--- config.mk ---
export PLATFORM = sky130hd
export DESIGN_NAME = fetch_sequencer
export DESIGN_NICKNAME = d
export VERILOG_FILES = /design/src/rtl/isa_pkg.sv /design/src/rtl/next_pc_logic.sv /design/src/rtl/fetch_sequencer.sv
export SDC_FILE = /design/constraint.sdc
export NUM_CORES = 1
export LEC_CHECK = 0
export CAP_MARGIN = 20
export CORE_UTILIZATION = 55
export DETAILED_ROUTE_END_ITERATION = 6
export PLACE_DENSITY_LB_ADDON = 0.08
export SETUP_SLACK_MARGIN = 0.2
export SLEW_MARGIN = 20
export SYNTH_ARGS = -nofsm -noshare
export SYNTH_HDL_FRONTEND = slang
export SYNTH_HIERARCHICAL = 1
export SYNTH_SLANG_ARGS = --single-unit
--- constraint.sdc ---
create_clock -name clk -period 3.9 [get_ports clk]
set_clock_uncertainty 0.15 [all_clocks]
set_input_delay 0.39 -clock clk [delete_from_list [all_inputs] [get_ports clk]]
set_output_delay 0.39 -clock clk [all_outputs]
set_load 0.1 [all_outputs]
--- src/rtl/isa_pkg.sv ---
// ---------------------------------------------------------------------------
// isa_pkg : opcode/format encodings, opcode class helpers, ROM word decoder
// Rev 1.0 : initial release
// ---------------------------------------------------------------------------
`default_nettype none

package isa_pkg;

  localparam int c_PC_W = 16;

  typedef enum logic [3:0] {
    OP_LB   = 4'd0,
    OP_LHB  = 4'd1,
    OP_JMP  = 4'd2,
    OP_STR  = 4'd3,
    OP_LIM  = 4'd4,
    OP_MVB  = 4'd5,
    OP_MVF  = 4'd6,
    OP_ADD  = 4'd7,
    OP_SUB  = 4'd8,
    OP_SFT  = 4'd9,
    OP_BNE  = 4'd10,
    OP_BEQ  = 4'd11,
    OP_BLT  = 4'd12,
    OP_INC  = 4'd13,
    OP_HALT = 4'd14,
    OP_TBA  = 4'd15
  } opcode_e;

  typedef enum logic [1:0] {
    FMT_C = 2'd0,
    FMT_I = 2'd1,
    FMT_M = 2'd2,
    FMT_X = 2'd3
  } format_e;

  typedef enum logic [1:0] {
    ST_IDLE     = 2'd0,
    ST_RUN      = 2'd1,
    ST_MEM_WAIT = 2'd2,
    ST_HALTED   = 2'd3
  } seq_state_e;

  function automatic logic is_mem_op(input opcode_e op);
    return (op == OP_LB) || (op == OP_LHB) || (op == OP_STR);
  endfunction

  function automatic logic is_branch_op(input opcode_e op);
    return (op == OP_BNE) || (op == OP_BEQ) || (op == OP_BLT);
  endfunction

  // ROM words carry the opcode in the upper nibble
  function automatic opcode_e rom_decode_opcode(input logic [7:0] instr);
    return opcode_e'(instr[7:4]);
  endfunction

  function automatic format_e rom_decode_format(input opcode_e op);
    format_e fmt;
    case (op)
      OP_LB, OP_LHB, OP_STR:                       fmt = FMT_M;
      OP_JMP, OP_BNE, OP_BEQ, OP_BLT, OP_HALT, OP_TBA: fmt = FMT_C;
      OP_LIM:                                      fmt = FMT_I;
      default:                                     fmt = FMT_X;
    endcase
    return fmt;
  endfunction

endpackage

`default_nettype wire

--- src/rtl/next_pc_logic.sv ---
// ---------------------------------------------------------------------------
// next_pc_logic : combinational next-PC selection for jumps and branches
// Rev 1.0 : initial release
// ---------------------------------------------------------------------------
`default_nettype none

module next_pc_logic
  import isa_pkg::*;
(
  input  logic [3:0]  i_opcode,
  input  logic [15:0] i_pc,
  input  logic [15:0] i_jmp_loc,
  input  logic        i_cond_eq,
  input  logic        i_cond_lt,
  output logic [15:0] o_next_pc
);

  opcode_e w_op;
  logic    w_taken;

  assign w_op = opcode_e'(i_opcode);

  always_comb begin
    w_taken = 1'b0;
    case (w_op)
      OP_JMP:  w_taken = 1'b1;
      OP_BNE:  w_taken = ~i_cond_eq;
      OP_BEQ:  w_taken = i_cond_eq;
      OP_BLT:  w_taken = i_cond_lt;
      default: w_taken = 1'b0;
    endcase
  end

  // jmp_loc may be X on sequential opcodes; it is only selected when taken
  assign o_next_pc = w_taken ? i_jmp_loc : (i_pc + 16'd1);

endmodule

`default_nettype wire

--- src/rtl/fetch_sequencer.sv ---
// ---------------------------------------------------------------------------
// fetch_sequencer : PC/fetch FSM with memory stall, HALT and retire counter
// Rev 1.0 : initial release
// ---------------------------------------------------------------------------
`default_nettype none

module fetch_sequencer
  import isa_pkg::*;
#(
  parameter logic [15:0] START_PC = 16'd0
) (
  input  logic        clk,
  input  logic        reset,
  input  logic        start,
  input  logic [3:0]  opcode,
  input  logic [15:0] jmp_loc,
  input  logic        cond_eq,
  input  logic        cond_lt,
  input  logic        mem_ack,
  output logic [15:0] pc,
  output logic        commit,
  output logic        mem_req,
  output logic        halted,
  output logic [15:0] instr_count
);

  seq_state_e  r_state;
  seq_state_e  w_state_nxt;
  logic [15:0] r_pc;
  logic [15:0] w_pc_nxt;
  logic [15:0] r_cnt;
  logic [15:0] w_cnt_nxt;
  logic [15:0] w_branch_pc;
  logic        w_commit;
  logic        w_mem_req;
  logic        w_halted;
  opcode_e     w_op;

  assign w_op = opcode_e'(opcode);

  next_pc_logic u_next_pc (
    .i_opcode  (opcode),
    .i_pc      (r_pc),
    .i_jmp_loc (jmp_loc),
    .i_cond_eq (cond_eq),
    .i_cond_lt (cond_lt),
    .o_next_pc (w_branch_pc)
  );

  always_ff @(posedge clk) begin
    if (reset) begin
      r_state <= ST_IDLE;
      r_pc    <= 16'd0;
      r_cnt   <= 16'd0;
    end else begin
      r_state <= w_state_nxt;
      r_pc    <= w_pc_nxt;
      r_cnt   <= w_cnt_nxt;
    end
  end

  always_comb begin
    w_state_nxt = r_state;
    w_pc_nxt    = r_pc;
    w_cnt_nxt   = r_cnt;
    w_commit    = 1'b0;
    w_mem_req   = 1'b0;
    w_halted    = 1'b0;
    case (r_state)
      ST_IDLE: begin
        if (start) begin
          w_state_nxt = ST_RUN;
          w_pc_nxt    = START_PC;
        end
      end
      ST_RUN: begin
        if (is_mem_op(w_op)) begin
          w_mem_req   = 1'b1;
          w_state_nxt = ST_MEM_WAIT;
        end else if (w_op == OP_HALT) begin
          w_commit    = 1'b1;
          w_state_nxt = ST_HALTED;
        end else begin
          w_commit = 1'b1;
          w_pc_nxt = w_branch_pc;
        end
      end
      ST_MEM_WAIT: begin
        w_mem_req = 1'b1;
        if (mem_ack) begin
          w_commit    = 1'b1;
          w_pc_nxt    = r_pc + 16'd1;
          w_state_nxt = ST_RUN;
        end
      end
      ST_HALTED: begin
        w_halted = 1'b1;
        if (start) begin
          w_state_nxt = ST_RUN;
          w_pc_nxt    = START_PC;
        end
      end
      default: w_state_nxt = ST_IDLE;
    endcase

    // A restart clears the count; otherwise retirements bump it up to saturation
    if (w_state_nxt == ST_RUN && (r_state == ST_IDLE || r_state == ST_HALTED)) begin
      w_cnt_nxt = 16'd0;
    end else if (w_commit && (r_cnt != 16'hFFFF)) begin
      w_cnt_nxt = r_cnt + 16'd1;
    end
  end

  // Reset kills a same-cycle retirement so no register write escapes
  assign commit      = w_commit & ~reset;
  assign mem_req     = w_mem_req;
  assign halted      = w_halted;
  assign pc          = r_pc;
  assign instr_count = r_cnt;

endmodule

`default_nettype wire

==> metrics, run 1 <==
1st-iter DRT viols 182; Mapped Cells 315; worst setup path start r_state[0]; antenna violations before repair 0; Post-Syn Area 2620 um2; syn nets 348; hold-fix buffers at CTS 0; Worst-Skew Late Latency 290 ps; Tightest Pin Transition 997 ps; post-synthesis sequential area ratio 0.260; num ports 61; max cap viols 0; Synth area leaders dfxtp_1 26%, xor2_1 6.7%, mux2_4 5.7%; Reg clk slew, reported paths 70 ps; Max-slew headroom 0.333; GR Overflow Total 0; Pins Over Slew Limit 0; final hold violations 0; Post-synth EDFFs 0; drt wl/cell 15.3 um; CTS root buf clkbuf_8; leading cell type in the layout, fill and taps excluded clkdlybuf4s50_1; Crit-path slowest cell ha_1; Post-CTS Resized 0; crit path launch type flip-flop; Fmax achieved 0.356 GHz; register area 681 um2; Finished Core Util 0.737; share of the synthesized area in the top cell type 0.260; number of global-route vias before repair 2442; Layout fillers 368; Yosys warning count 6; Die H 71.1 um; final period utilization 0.721; most frequent cells in the layout 58 x clkdlybuf4s50_1, 39 x nor2_1, 34 x dfxtp_1; Buffers on Ports 60; drt drc 5; ys flop type dfxtp_1; crit-path leading delay family adder cells; Syn Area/Cell 8.33 um2; clock tree buffer depth 2; Via Count 2588; layout cell share with drive strength beyond 1 0.126; Crit path largest cell delay 760 ps; leakage power 0.00123 uW; Rows 24; Crit. End Element flip-flop; Area Growth Syn to Fin 25.7%; Final ANT Viol Nets 0; WS Path Type reg -> reg; Synth cell types 58; die area 5050 um2; post-DR vias/cell 6.09; H-tree depth 2; Horiz. Die Dim 71.1 um; first-pass GRT wire length 11100 um; Starting Density 0.586; Synth async-reset ratio 0; DRT Wirelength 6520 um; Overall Global Routing Usage 0.276; post-CTS setup buffers 0; Num CTS Buffers 5; largest net degree at the start of global routing 23; routability congestion estimate 0.863; n_diodes 0; Setup violations, final 0; TritonRoute pass-1 iters 7; Yosys reg bits 34; Pwr per Cell Area 304 nW/um2; area occupied by multi-input gates 1820 um2; HP Class reg -> reg; Buf/Inv on CP 1; reg-to-reg startpoint r_state[0]; Critical Path RT 3930 ps; CTS tree done; worst-path maximum fanout 21; setup tns final 0 ps; Worst EP arrival 2840 ps; unrepaired setup endpoints after global routing false; cell taking the most area after synthesis dfxtp_1; status complete, but fails checks; Worst IR Drop VDD 0.000252 V; HPWL after detailed placement 4480 um; failing checks DRC; CP most frequent cell nor2_1; Final min period 2810 ps; hold_ws 348 ps; Final #Nets 405; clock sinks 34; HP Start instr_count[1]; crit-path cells ha_1 -> inv_1 -> nand2_1 -> nor2_1 -> a22o_1 -> a22oi_1 -> nor2_1; Core ar. 4470 um2
-- state kept, by name, indices dropped and copies added (netlist names) --
register	flops
r_state	2
pc	16
instr_count	16
-- cell type report --
| cell class | count | share of cell area |
|---|---|---|
| Inverter | 9 | 0.0102 |
| Timing Repair Buffer | 62 | 0.185 |
| Sequential cell | 34 | 0.206 |
| Clock inverter | 1 | 0.00152 |
| Clock buffer | 7 | 0.0262 |
| Tap cell | 52 | 0.0197 |
| Multi-Input combinational cell | 260 | 0.551 |
-- metrics by stage --
stage	cell area, um2	power (uW)	instances	worst slack, ps
2_1_floorplan	2620	655	315	756
3_3_place_gp	3210	725	417	1200
4_1_cts	3300	1010	425	1140
3_5_place_dp	3210	730	417	1110
5_1_grt	3300	1060	425	859
6_report	3300	1000	425	1090
-- synthesized netlist by cell type, types with 3 or more instances --
library cell and n:
a21oi_1 14, a21o_1 3, dfxtp_1 34, nand3_1 18
o21ai_0 17, xnor2_1 8, nand2_1 21, and4_1 6
buf_6 5, nor2_1 39, mux2_2 5, a22o_1 3
nor3_1 8, a22oi_1 7, buf_2 4, inv_1 9
nand4_1 14, ha_1 7, and3_1 12, and2_1 3
mux2_4 10, xor2_1 20
-- worst register-to-register path: stages, from the launching register on --
cell,delay [ps]
dfxtp_1,470
ha_1,760
inv_1,180
nand2_1,560
nor2_1,100
a22o_1,230
a22oi_1,180
nor2_1,50
-- cells by family after synthesis --
group           after synthesis  synth area share
buf+inv                      21            0.0482
flops                        34             0.260
xor+xnor                     28            0.0935
mux                          16            0.0825
fa+ha+maj                     7            0.0334
compound gates               69             0.194
simple gates                140             0.289
-- power by group --
group          internal [uW]  switching [uW]
Combinational            121             219
Clock                    143             134
Sequential               359            26.3
-- final timing paths --
| path | end | slack [ps] | depth (start not counted) |
|---|---|---|---|
| setup / recovery | pc[12] | 1090 | 7 |
| hold / removal | instr_count[1] | 350 | 2 |
| setup reg to reg | pc[12] | 1090 | 7 |
| hold reg to reg | instr_count[1] | 350 | 2 |
-- per-layer routing --
| layer | wire length (um) | GRT usage | part of all wire | up-vias |
|---|---|---|---|---|
| met3 | 279 | 0.0541 | 0.043 | 8 |
| met5 | 0 | 0 | 0 | - |
| li1 | - | - | - | 1273 |
| met2 | 3300 | 0.494 | 0.51 | 72 |
| met1 | 2860 | 0.330 | 0.44 | 1235 |
| met4 | 77 | 0.0933 | 0.012 | 0 |
No activity file was read; power rests on OpenSTA's default activity.
==> run 2, diff against run 1 <==
Settings changed: CORE_UTILIZATION 55 to 46.
Clock period 3.9 ns to 2.3 ns, I/O delays scaled along.
==> metrics, run 2 (synthesis gave the netlist of run 1 again) <==
status finished clean (was complete, but fails checks); Worst EP arrival 1660 ps (was 2840 ps); Num CTS Buffers 5 (unchanged); R2R cell count 7 (unchanged); fin cells 475 (was 425); n_diodes 0 (unchanged); worst setup margin 258 ps (was 1090 ps); max cap viols 0 (unchanged); leading cell type in the layout, fill and taps excluded buf_4 (was clkdlybuf4s50_1); Inst Count DP 457 (was 417); Crit path largest cell delay 350 ps (was 760 ps); Crit. End Element output pin (was flip-flop); Rows 27 (was 24); antenna violations before repair 0 (unchanged); WS Path Type reg -> out (was reg -> reg); drt wl/cell 14.9 um (was 15.3 um); Max-slew headroom 0.767 (was 0.333); Core ar. 5510 um2 (was 4470 um2); clock tree buffer depth 2 (unchanged); CTS root buf clkbuf_8 (unchanged); leakage power 0.00152 uW (was 0.00123 uW); 1st-iter DRT viols 105 (was 182); TritonRoute pass-1 iters 4 (was 7); reg-to-reg startpoint pc[8] (was r_state[0]); num ports 61 (unchanged); worst setup path start r_state[1] (was r_state[0]); Pwr per Cell Area 484 nW/um2 (was 304 nW/um2); H-tree depth 2 (unchanged); Area Growth Syn to Fin 40.0% (was 25.7%); post-DR vias/cell 5.62 (was 6.09); layout cell share with drive strength beyond 1 0.387 (was 0.126); worst-path maximum fanout 4 (was 21); Buffers on Ports 60 (unchanged); HP Class reg -> reg (unchanged); Critical Path RT 1920 ps (was 3930 ps); Cell Area, Placed 3430 um2 (was 3210 um2); Worst-Skew Late Latency 290 ps (about the same); final hold violations 0 (unchanged); Die H 77.5 um (was 71.1 um); unrepaired setup endpoints after global routing true (was false); Via Count 2669 (was 2588); Fmax achieved 0.490 GHz; Final ANT Viol Nets 0 (unchanged); reg2reg setup slack 260 ps (was 1090 ps); Overall Global Routing Usage 0.244 (was 0.276); drt drc 0 (was 5); Horiz. Die Dim 77.5 um (was 71.1 um); crit-path cells inv_1 -> ha_4 -> o31ai_1 -> buf_4 -> a21oi_4 -> nor2b_4 -> buf_12 (was ha_1 -> inv_1 -> nand2_1 -> nor2_1 -> a22o_1 -> a22oi_1 -> nor2_1); Worst IR Drop VDD 0.000413 V (was 0.000252 V); GR Overflow Total 0 (unchanged); Crit-path slowest cell dfxtp_1 (was ha_1); Pins Over Slew Limit 0 (unchanged); crit path launch type flip-flop (unchanged); Buf/Inv on CP 3 (was 1); hold-fix buffers at CTS 0 (unchanged); Critical R2R Capture pc[13] (was pc[12]); die area 6010 um2 (was 5050 um2); Final min period 2040 ps; routability congestion estimate 0.817 (was 0.863); post-route cell area 3670 um2 (was 3300 um2); number of global-route vias before repair 2577 (was 2442); largest net degree at the start of global routing 21 (was 23); first-pass GRT wire length 11900 um (was 11100 um); Setup violations, final 0 (unchanged); Placement Setup Slack -162 ps (was 1110 ps); clock sinks 34 (unchanged); HPWL after detailed placement 4920 um (was 4480 um); critical path endpoint commit (was pc[12]); most frequent cells in the layout 63 x buf_4, 39 x nor2_1, 21 x clkdlybuf4s50_1 (was 58 x clkdlybuf4s50_1, 39 x nor2_1, 34 x dfxtp_1); Reg clk slew, reported paths 70 ps (about the same); Final Power 1780 uW (was 1000 uW); final period utilization 0.888; crit-path leading delay family buffers and inverters (was adder cells); Final #Nets 435 (was 405); Crit path depth 7 (unchanged); Tightest Pin Transition 346 ps (was 997 ps); DRT Wirelength 7070 um (was 6520 um); CTS tree done (unchanged); Starting Density 0.476 (was 0.586)
[run 2: cell count changes in the layout (fill, tap and decap cells not counted), sizes merged, moves of 2 or more]
cell           before  now
buf                 4   66
clkbuf              7    5
clkdlybuf4s50      58   21
dlygate4sd2         0    2
dlymetal6s2s        0    2
[run 2: power by group]
group          switching [uW]  internal [uW]  leakage, uW
logic                     407            276      0.00118
registers                44.2            603     0.000294
clock network             240            208    0.0000459
[run 2: final cells by class]
cell class	count	area [um2]
clock buffers	5	68.8
clock inverters	3	15.0
fillers	491	1840
inverters	9	33.8
multi-input cells	261	1930
flip-flops and latches	34	752
well taps	72	90.1
repair buffers	91	777
[run 2: repair_timing]
action / CTS / global route
setup endpoints to repair: 6 / 17
pin swaps: 3 / 7
gates cloned: 1 / 0
resized for setup: 6 / 13
buffers inserted: 1 / 8
[run 2: routing by layer]
metal  GRT usage  part of all wire  wire, um
met5           0                 0         0
met4      0.0698            0.0075        53
met3      0.0412             0.039       279
met2       0.436              0.52      3650
met1       0.296              0.44      3090
[run 2: worst min-delay path: stages (launching register included)]
cell and delay [ps]:
dfxtp_2 340, nand2_1 50, a21oi_1 50
[run 2: worst min path at each step]
stage,startpoint,endpoint,slack [ps],cells past startpoint
6_report,instr_count[1],instr_count[1],330,2
5_1_grt,instr_count[1],instr_count[1],350,2
4_1_cts,instr_count[1],instr_count[1],330,2
3_5_place_dp,instr_count[1],instr_count[1],320,2
3_3_place_gp,instr_count[1],instr_count[1],320,2
2_1_floorplan,reset,instr_count[15],270,2
[run 2: metrics by stage]
stage | TNS [ps] | util | hold slack (ps)
floorplan | -178 | - | 272
global placement | -708 | 0.623 | 318
detailed placement | -1270 | 0.623 | 323
CTS | 0 | 0.644 | 334
global route | 0 | 0.667 | 352
finish | 0 | 0.667 | 328
==> run 3, diff against run 2 <==
Settings changed: RECOVER_POWER set to 25.
==> metrics, run 3 (synthesis gave the netlist of run 1 again) <==
HP Class reg -> reg (unchanged); CTS root buf clkbuf_8 (unchanged); Area Growth Syn to Fin 37.5% (was 40.0%); clock sinks 34 (unchanged); final period utilization 0.888 (about the same); HPWL after detailed placement 4920 um (unchanged); Core ar. 5510 um2 (unchanged); Final #Nets 435 (unchanged); antenna violations before repair 0 (unchanged); GR Overflow Total 0 (unchanged); num ports 61 (unchanged); setup tns final 0 ps (unchanged); Worst EP arrival 2060 ps (was 1660 ps); internal power 1090 uW (about the same); Buffers on Ports 60 (unchanged); Inst Count DP 457 (unchanged); switching pwr 691 uW (about the same); Reg clk slew, reported paths 80 ps (was 70 ps); TritonRoute pass-1 iters 4 (unchanged); Horiz. Die Dim 77.5 um (unchanged); clock share of power 0.252 (about the same); Max-slew headroom 0.226 (was 0.767); Final min period 2040 ps (about the same); R2R cell count 7 (unchanged); Overall Global Routing Usage 0.244 (unchanged); Rows 27 (unchanged); CTS tree done (unchanged); crit-path cells nand4_1 -> nor4_2 -> xor2_1 -> mux2_4 -> a32o_2 -> a21oi_2 -> a311oi_2 (was inv_1 -> ha_4 -> o31ai_1 -> buf_4 -> a21oi_4 -> nor2b_4 -> buf_12); fin cells 475 (unchanged); leading cell type in the layout, fill and taps excluded buf_4 (unchanged); crit path launch type flip-flop (unchanged); max cap viols 0 (unchanged); DRT Wirelength 7100 um (was 7070 um); routability congestion estimate 0.817 (unchanged); hold-fix buffers at CTS 0 (unchanged); n_diodes 0 (unchanged); drt drc 0 (unchanged); Worst IR Drop VDD 0.000413 V (about the same); 1st-iter DRT viols 106 (was 105); Crit path depth 7 (unchanged); Tightest Pin Transition 1170 ps (was 346 ps); worst setup margin 258 ps (about the same); unrepaired setup endpoints after global routing true (unchanged); layout cell share with drive strength beyond 1 0.345 (was 0.387); switch share 0.389 (about the same); most frequent cells in the layout 46 x buf_4, 39 x nor2_1, 21 x clkdlybuf4s50_1 (was 63 x buf_4, 39 x nor2_1, 21 x clkdlybuf4s50_1); number of global-route vias before repair 2577 (unchanged); Crit-path slowest cell dfxtp_4 (was dfxtp_1); worst-path maximum fanout 6 (was 4); Hold Crit Depth 2 (unchanged); Num CTS Buffers 5 (unchanged); clock tree buffer depth 2 (unchanged); WS Path Type reg -> reg (was reg -> out); Critical Path RT 2310 ps (was 1920 ps); Comb power frac 0.384 (about the same); largest net degree at the start of global routing 21 (unchanged); Setup violations, final 0 (unchanged); Placement Setup Slack -162 ps (unchanged); die area 6010 um2 (unchanged); Fmax achieved 0.490 GHz (about the same); Pwr per Cell Area 492 nW/um2 (was 484 nW/um2); Crit path largest cell delay 380 ps (was 350 ps); drt wl/cell 14.9 um (about the same); Buf/Inv on CP 0 (was 3); Starting Density 0.476 (unchanged); status finished clean (unchanged); post-DR vias/cell 5.63 (was 5.62); leakage power 0.00145 uW (was 0.00152 uW); crit-path leading delay family simple AND/OR/NAND/NOR gates (was buffers and inverters); Crit. End Element flip-flop (was output pin); first-pass GRT wire length 11900 um (unchanged); Final ANT Viol Nets 0 (unchanged); H-tree depth 2 (unchanged); Die H 77.5 um (unchanged); final hold violations 0 (unchanged); Worst-Skew Late Latency 290 ps (about the same); Via Count 2676 (was 2669); Pins Over Slew Limit 0 (unchanged); Seq pwr share 0.364 (about the same)
## run 3: changes by cell type in the layout (fill, tap and decap cells not counted), sizes merged
cell,before,now
buf,66,49
clkbuf,5,22
## run 3: worst reg2reg max path, stage by stage (launching register included)
cell and delay [ps]:
dfxtp_4 380, nand4_1 260, nor4_2 340, xor2_1 100, mux2_4 280, a32o_2 230, a21oi_2 130, a311oi_2 60
## run 3: area by class of cell
type | instances | area [um2]
clock buffer | 5 | 68.8
clock inverter | 3 | 15.0
fill | 496 | 1900
inverter | 9 | 33.8
multi-input combinational | 261 | 1930
sequential | 34 | 752
tap | 72 | 90.1
timing repair buffer | 91 | 713
## run 3: metrics by stage
stage | util | instance area [um2] | hold WS, ps | total power (uW)
after floorplan | - | 2730 | 272 | 1110
after global placement | 0.623 | 3430 | 318 | 1300
after detailed placement | 0.623 | 3430 | 323 | 1310
after CTS | 0.644 | 3550 | 334 | 1760
after global routing | 0.655 | 3610 | 351 | 1870
final | 0.655 | 3610 | 328 | 1780
## run 3: final timing paths
kind / start / endpoint / slack (ps)
worst max register to register: pc[8] / pc[13] / 260
worst min-delay path: instr_count[1] / instr_count[1] / 330
worst max-delay path: pc[8] / pc[13] / 260
worst min register to register: instr_count[1] / instr_count[1] / 330
## run 3: power by group through the flow
| stage | Clock [uW] | Combinational, uW | Sequential (uW) |
|---|---|---|---|
| 6_report | 447 | 681 | 647 |
| 5_1_grt | 486 | 733 | 652 |
| 4_1_cts | 457 | 655 | 646 |
| 3_5_place_dp | 0 | 646 | 660 |
| 3_3_place_gp | 0 | 639 | 658 |
| 2_1_floorplan | 0 | 351 | 764 |
## run 3: timing repair
item	4_1_cts	5_1_grt
cloned	1	0
endpoints found under the hold margin	0	0
resized for setup	6	13
buffers inserted	1	8
pin swaps	3	7
setup endpoints to repair	6	17
## run 3: routing by layer
layer,track usage,part of all wire,up-vias
met5,0,0,-
met4,0.0698,0.0075,0
met3,0.0412,0.042,4
met2,0.436,0.51,70
met1,0.296,0.44,1272
li1,-,-,1330
==> variant, RTL diff (config.mk and constraints of run 1) <==
The 4 states of `seq_state_e` get a one-hot encoding in 4 bits.
--- a/src/rtl/isa_pkg.sv
+++ b/src/rtl/isa_pkg.sv
@@ -34,11 +34,11 @@
     FMT_X = 2'd3
   } format_e;
 
-  typedef enum logic [1:0] {
-    ST_IDLE     = 2'd0,
-    ST_RUN      = 2'd1,
-    ST_MEM_WAIT = 2'd2,
-    ST_HALTED   = 2'd3
+  typedef enum logic [3:0] {
+    ST_IDLE     = 4'b0001,
+    ST_RUN      = 4'b0010,
+    ST_MEM_WAIT = 4'b0100,
+    ST_HALTED   = 4'b1000
   } seq_state_e;
 
   function automatic logic is_mem_op(input opcode_e op);
Formal check against the unedited RTL: same outputs for any inputs over 10 cycles, from zero or initial values and one cycle with reset high; not proved beyond that.
==> variant against run 1 <==
- synthesized area grew 5.7%
- routed wire length increased by 8.7%
- sequential cell count up 2
- hold slack improved by 3.5 ps
- worst setup slack better by 130 ps
- power fell by 4.7%
- design area is 5.9% higher
- sequential power up 4%
- critical path depth fell by 6
- critical endpoint is now pc[5]
==> variant: results (changes against run 1) <==
* Worst hold start: instr_count[11] (was instr_count[1])
* Vias in the first global route at 2629 (was 2442)
* Top post-synthesis cells by count: dfxtp_1 (36), a21oi_1 (28), nand2_1 (28) (was nor2_1 (39), dfxtp_1 (34), nand2_1 (21))
* Leakage at 1.17 nW (was 1.23 nW)
* Critical Path AT at 2140 ps (was 2840 ps)
* Int Power at 0.653 mW (was 0.623 mW)
* Largest net degree at the start of global routing at 21 (was 23)
* Relative slew margins at 34.5% (was 33.3%)
* Mapped Nets at 372 (was 348)
* Reg2Reg Setup Slack at 1390 ps (was 1090 ps)
* Post-Synth XOR/XNOR Area at 6.00% (was 9.35%)
* Fraction of layout instances using a drive strength above 1 at 10.1% (was 12.6%)
* Post-synthesis adder-cell area fraction at 1.35% (was 3.34%)
* Mux contribution to synthesized area at 8.71% (was 8.25%)
* Clock power share at 34.6% (was 27.6%)
* Hold path endpoint: instr_count[11] (was instr_count[1])
* Area contributors post-synth: dfxtp_1 (26%), a21oi_1 (5.1%), mux2_4 (4.9%), nand2_1 (3.8%), o21ai_0 (3.8%) (was dfxtp_1 (26%), xor2_1 (6.7%), mux2_4 (5.7%), nor2_1 (5.6%), nand3_1 (3.4%))
* DR iter-0 viols at 185 (was 182)
* Inst Count DP at 456 (was 417)
* First-pass iteration count of the detailed router at 5 (was 7)
* Fillers at 400 (was 368)
* Post-DP Area at 3380 um2 (was 3210 um2)
* Run status: finished, final reports clean (was complete, but fails checks)
* Final worst setup slack at 1220 ps (was 1090 ps)
* GP Congestion at 0.812 (was 0.863)
* WL/cell at 15.3 um (about the same)
* Worst-path fanout max at 15 (was 21)
==> variant: changes by cell type in the layout (fill, tap and decap cells not counted), moves of 4 or more <==
cell,change
a21oi_1,+14
a22oi_1,-6
and2_1,+7
and3_1,-6
ha_1,-4
mux2i_1,+4
nand2_1,+7
nand4_1,-5
nor2_1,-19
nor3_1,+7
o211ai_1,+5
o21ai_0,+4
or3_1,+4
xor2_1,-12
==> variant: layout make-up <==
class | instances | area [um2] | area share [%]
clock buffers | 6 | 72.6 | 2.08
clock inverters | 2 | 35.0 | 1.00
inverters | 9 | 33.8 | 0.968
multi-input cells | 281 | 1930 | 55.3
flip-flops and latches | 36 | 721 | 20.6
well taps | 67 | 83.8 | 2.40
repair buffers | 63 | 616 | 17.6
==> variant: metal layers <==
layer,global-route usage [%],share of wire [%]
met1,35.8,42
met2,50.3,51
met3,4.83,5.8
met4,8.50,0.92
met5,0,0
